`src/rtl/probe_queue_pkg.sv`:
```
// Shared constants and helpers for probe_queue instances (free lists, ROB/issue queues).
package probe_queue_pkg;

  localparam int INIT_FREELIST = 1;

  function automatic int unsigned depthOf(input int unsigned addrWidth);
    return 32'd1 << addrWidth;
  endfunction

endpackage

```
`src/rtl/probe_queue.sv`:
```
// Circular show-ahead FIFO with occupancy flags, flush, exposed pointers and a
// random-access probe read/write port; optional free-list preload at reset.
module probe_queue
  import probe_queue_pkg::*;
#(
  parameter int DATA_WIDTH = 8,
  parameter int ADDR_WIDTH = 4,
  parameter int SHOW_DEBUG = 0,
  parameter int INIT_CODE  = 0,
  parameter     QUEUE_NAME = "QUEUE"
) (
  input  logic                  clk,
  input  logic                  reset,
  input  logic                  pushReq_IN,
  input  logic [DATA_WIDTH-1:0] data_IN,
  input  logic                  popReq_IN,
  output logic [DATA_WIDTH-1:0] data_OUT,
  output logic                  emptyFlag_OUT,
  output logic                  fullFlag_OUT,
  input  logic                  flush_IN,
  output logic [ADDR_WIDTH-1:0] curTail_OUT,
  output logic [ADDR_WIDTH-1:0] curHead_OUT,
  input  logic [ADDR_WIDTH-1:0] probeIdx_IN,
  output logic [DATA_WIDTH-1:0] probeData_OUT,
  input  logic                  probePushReq_IN,
  input  logic [DATA_WIDTH-1:0] probeData_IN
);

  localparam int unsigned           DEPTH     = depthOf(ADDR_WIDTH);
  localparam logic [ADDR_WIDTH:0]   DEPTH_CNT = (ADDR_WIDTH+1)'(DEPTH);
  localparam logic [ADDR_WIDTH:0]   HALF_CNT  = (ADDR_WIDTH+1)'(DEPTH / 2);
  localparam logic [ADDR_WIDTH-1:0] HALF_PTR  = ADDR_WIDTH'(DEPTH / 2);
  localparam bit                    PRELOAD   = (INIT_CODE == INIT_FREELIST);

  logic [DATA_WIDTH-1:0] mem [DEPTH];
  logic [ADDR_WIDTH-1:0] head, tail;
  logic [ADDR_WIDTH:0]   count;
  logic                  popOk, pushOk;

  // Debug tracing lives outside the synthesizable view; keep the knobs for drop-in compatibility.
  logic unusedDebugCfg;
  assign unusedDebugCfg = (SHOW_DEBUG != 0) | (|QUEUE_NAME);

  assign popOk  = popReq_IN && (count != '0);
  assign pushOk = pushReq_IN && ((count != DEPTH_CNT) || popOk);

  assign data_OUT      = (count != '0) ? mem[head] : '0;
  assign probeData_OUT = mem[probeIdx_IN];
  assign curHead_OUT   = head;
  assign curTail_OUT   = tail;
  assign emptyFlag_OUT = (count == '0);
  assign fullFlag_OUT  = (count == DEPTH_CNT);

  // Push write is issued after the probe write so it wins a same-slot collision.
  always_ff @(posedge clk) begin
    if (reset) begin
      if (PRELOAD) begin
        for (int unsigned i = 0; i < DEPTH; i++) begin
          mem[i[ADDR_WIDTH-1:0]] <= DATA_WIDTH'(i);
        end
      end
    end else if (!flush_IN) begin
      if (probePushReq_IN) mem[probeIdx_IN] <= probeData_IN;
      if (pushOk)          mem[tail]        <= data_IN;
    end
  end

  always_ff @(posedge clk) begin
    if (reset) begin
      head  <= PRELOAD ? HALF_PTR : '0;
      tail  <= '0;
      count <= PRELOAD ? HALF_CNT : '0;
    end else if (flush_IN) begin
      head  <= '0;
      tail  <= '0;
      count <= '0;
    end else begin
      if (pushOk) tail <= tail + 1'b1;
      if (popOk)  head <= head + 1'b1;
      case ({pushOk, popOk})
        2'b10:   count <= count + 1'b1;
        2'b01:   count <= count - 1'b1;
        default: count <= count;
      endcase
    end
  end

endmodule

```
`config.mk`:
```
export PLATFORM = sky130hd
export DESIGN_NAME = probe_queue
export DESIGN_NICKNAME = d
export VERILOG_FILES = /design/src/rtl/probe_queue_pkg.sv /design/src/rtl/probe_queue.sv
export SDC_FILE = /design/constraint.sdc
export NUM_CORES = 1
export LEC_CHECK = 0
export CORE_MARGIN = 5
export CORE_UTILIZATION = 35
export DETAILED_ROUTE_END_ITERATION = 6
export PLACE_DENSITY = 0.64
export SYNTH_ARGS = -nofsm -noshare
export SYNTH_HDL_FRONTEND = slang
export SYNTH_SLANG_ARGS = --single-unit
```
`constraint.sdc`:
```
create_clock -name clk -period 5.65 [get_ports clk]
set_clock_uncertainty 0.1 [all_clocks]
set_input_delay 0.8475 -clock clk [delete_from_list [all_inputs] [get_ports clk]]
set_output_delay 0.8475 -clock clk [all_outputs]
set_load 0.02 [all_outputs]
```
==> metrics.yaml <==
run_status:
  status: "complete, no violations"
cells_and_area:
  drive_gt1_frac: 0.421
  antennaDiodeCount: 0
  nets: 631
  area_growth_pct: 15.5
  instances_no_fill: 938
  final_util: 0.408
floorplan:
  row_count: 58
  die_area_um2: 28400
  die_h_um: 169
  core-area_um2: 25000
  io_pins: 52
  initial_core_util: 0.353
  fp.dieW_um: 169
synth:
  synthCells: 564
  syn_avg_cell_area_um2: 15.6
  synth-edff-count: 128
  ys_top_cells_by_count: "edfxtp_1 (128), mux2_2 (80), mux4_2 (64), mux2_4 (48), clkbuf_1 (32)"
  ys_seq_elements: 145
  yosys_warnings: 0
  synth.cell_area_um2: 8810
  synthesis.nets: 600
  synthFlopType: "edfxtp_1"
  netlist_top_cells_area: "edfxtp_1 (44%), mux4_2 (16%), mux2_2 (10%), mux2_4 (8.2%), dfxtp_1 (3.9%)"
  synth_top_area_frac: 0.436
  yosysUniqueCellTypes: 45
  async_reset_ff_frac: 0
  yosys.cell_count.top_type: "edfxtp_1"
  yosys.area.top_type: "edfxtp_1"
  yosysSeqAreaShare: 0.475
sta:
  grt_setup_unrepaired: "false"
  min_period_ns: 4.33
  slew_headroom: 0.136
  worst_pin_slew_ns: 1.29
  finalSetupTns_ns: 0
  final_max_slew_viol_count: 0
  setup_viol: 0
  hold_viol: 0
  fin_crit_sh: 0.767
  clock.fmax_mhz: 231
worst_setup_path:
  crit_slowest_cell: "buf_2"
  crit_type: "in2out"
  required_ns: 4.70
  critPathBufInv: 3
  worstReg2RegStart: "count[0]"
  reg2regPathDepth: 5
  end_kind: "output pin"
  worstReg2RegEnd: "mem[0][3]"
  cp-start-kind: "input pin"
  cp_cell_sequence: "buf_2 -> buf_4 -> mux4_2 -> a22oi_1 -> nand2_1 -> clkdlybuf4s50_1"
  critPathMaxFanout: 25
  arrival_ns: 3.38
  cp_top_family: "buffers and inverters"
  rrSetupSlack_ns: 2.22
  cpPeakStageDelay_ns: 0.67
routing:
  drc: 0
  antenna_left: 0
  routed_via_density: 5.79
  wl_per_cell_um: 25.4
  vias: 5432
  wl_um: 23800
  first_pass_iters: 5
  detail_route.iter0.violations: 402
place:
  numPortBuffers: 51
  hpwl_um: 16100
  placed_cells: 906
  gp_congestion: 0.820
cts:
  post_cts_buffers: 0
  hold_buffers: 0
  cts_made_buffers: 17
  cts.path.max_buffers: 2
  cts.clk_slew.worst_paths_ns: 0.06
  clock_latency_ns: 0.43
  cts.sinks: 145
  cts_resized: 0
  cts_tree: "built"
  cts_root_buf: "clkbuf_16"
  htreeDepth: 4
global_route:
  overflow: 0
  grt.total_usage: 0.169
  grt_pass1_vias: 5700
  grt_first_pass_wirelength_um: 35800
  antenna_found_initial: 0
  grt_max_degree: 37
power:
  p_leak_nw: 3.23
  power_density_nw_per_um2: 254
  peakVddDrop_mv: 0.172
  power_w: 0.00259
run:
  drv.max_cap_violation_count: 0
worst_hold_path:
  hold_path.class: "reg2reg"
  hold_end: "count[4]"
  min_from: "count[4]"
  holdPathStages: 2
worst register-to-register path: stages (launching register included):
cell and delay, ns:
dfxtp_1 0.36, or4_4 0.61, nor3_4 0.49, buf_4 0.34
or4b_1 0.57, o21ai_1 0.56
cell usage in the layout (no fill, tap or decap), types with 3 or more instances in the layout:
master           count
nand4b_1             3
mux4_2              64
mux2_4              48
clkbuf_16           21
nor3_2               8
inv_4                3
ha_1                 9
edfxtp_1           128
a211oi_1            17
o21bai_1            14
nand3_1              5
mux2i_1             10
nand2_1             17
nor3_4               7
dfxtp_1             15
buf_4               10
xor2_1               3
nand2b_1             6
nor2b_1             10
nor2_1              13
clkdlybuf4s50_1     50
mux2_2              80
o211ai_1             3
o21ai_0              4
a22oi_1             16
a21oi_1              5
inv_1                4
cell families after synthesis:
logic type                 Yosys count  share of synthesized area
DFF                                145                      0.475
xor gates and xnor gates             5                    0.00497
and+or+nand+nor                     85                     0.0666
AOI/OAI and AO/OA                   64                     0.0514
buffers and inverters               53                     0.0281
muxes                              202                      0.359
adders and majority gates           10                     0.0151
registers in the layout, summed over array words and instances, names as in the netlist, named ones only:
name	count
count	5
curHead_OUT	4
curTail_OUT	4
mem	128
metal layers:
metal	part of all wire	vias to the layer above	routed length [um]	GRT usage
met1	0.41	2773	9810	0.224
met2	0.48	253	11400	0.273
li1	-	2360	-	-
met5	0	-	0	0
met3	0.080	46	1910	0.0423
met4	0.027	0	652	0.0554
worst max path at each step:
stage                         from                to  slack, ns  cells past startpoint
finish              probeIdx_IN[0]  probeData_OUT[0]       1.32                      6
global route        probeIdx_IN[0]  probeData_OUT[7]       1.14                      6
CTS                 probeIdx_IN[0]  probeData_OUT[0]       1.24                      6
detailed placement  probeIdx_IN[0]  probeData_OUT[0]       1.24                      6
global placement    probeIdx_IN[0]  probeData_OUT[0]       1.23                      6
floorplan           probeIdx_IN[0]  probeData_OUT[0]       2.37                      5
metrics by stage:
step / hold slack (ns) / cell area [um^2] / worst slack (ns)
after floorplan: 0.374 / 8810 / 2.37
after global placement: 0.397 / 9570 / 1.23
after detailed placement: 0.404 / 9570 / 1.24
after CTS: 0.414 / 10200 / 1.24
after global routing: 0.448 / 10200 / 1.14
final: 0.420 / 10200 / 1.32
cell type report:
| cell class | instances | area, um^2 |
|---|---|---|
| clock buffer | 23 | 543 |
| clock inverter | 9 | 61.3 |
| fill | 2299 | 14800 |
| inverter | 4 | 15.0 |
| multi-input combinational | 366 | 4380 |
| sequential | 145 | 4190 |
| tap | 330 | 413 |
| timing repair buffer | 61 | 581 |
power breakdown:
group	internal, W	switching (W)	leakage [nW]
clock	0.000680	0.000458	0.299
sequential	0.00118	0.00000957	1.29
combinational	0.000131	0.000134	1.64
total	0.00199	0.000602	3.23
No activity file was read; power rests on OpenSTA's default activity.
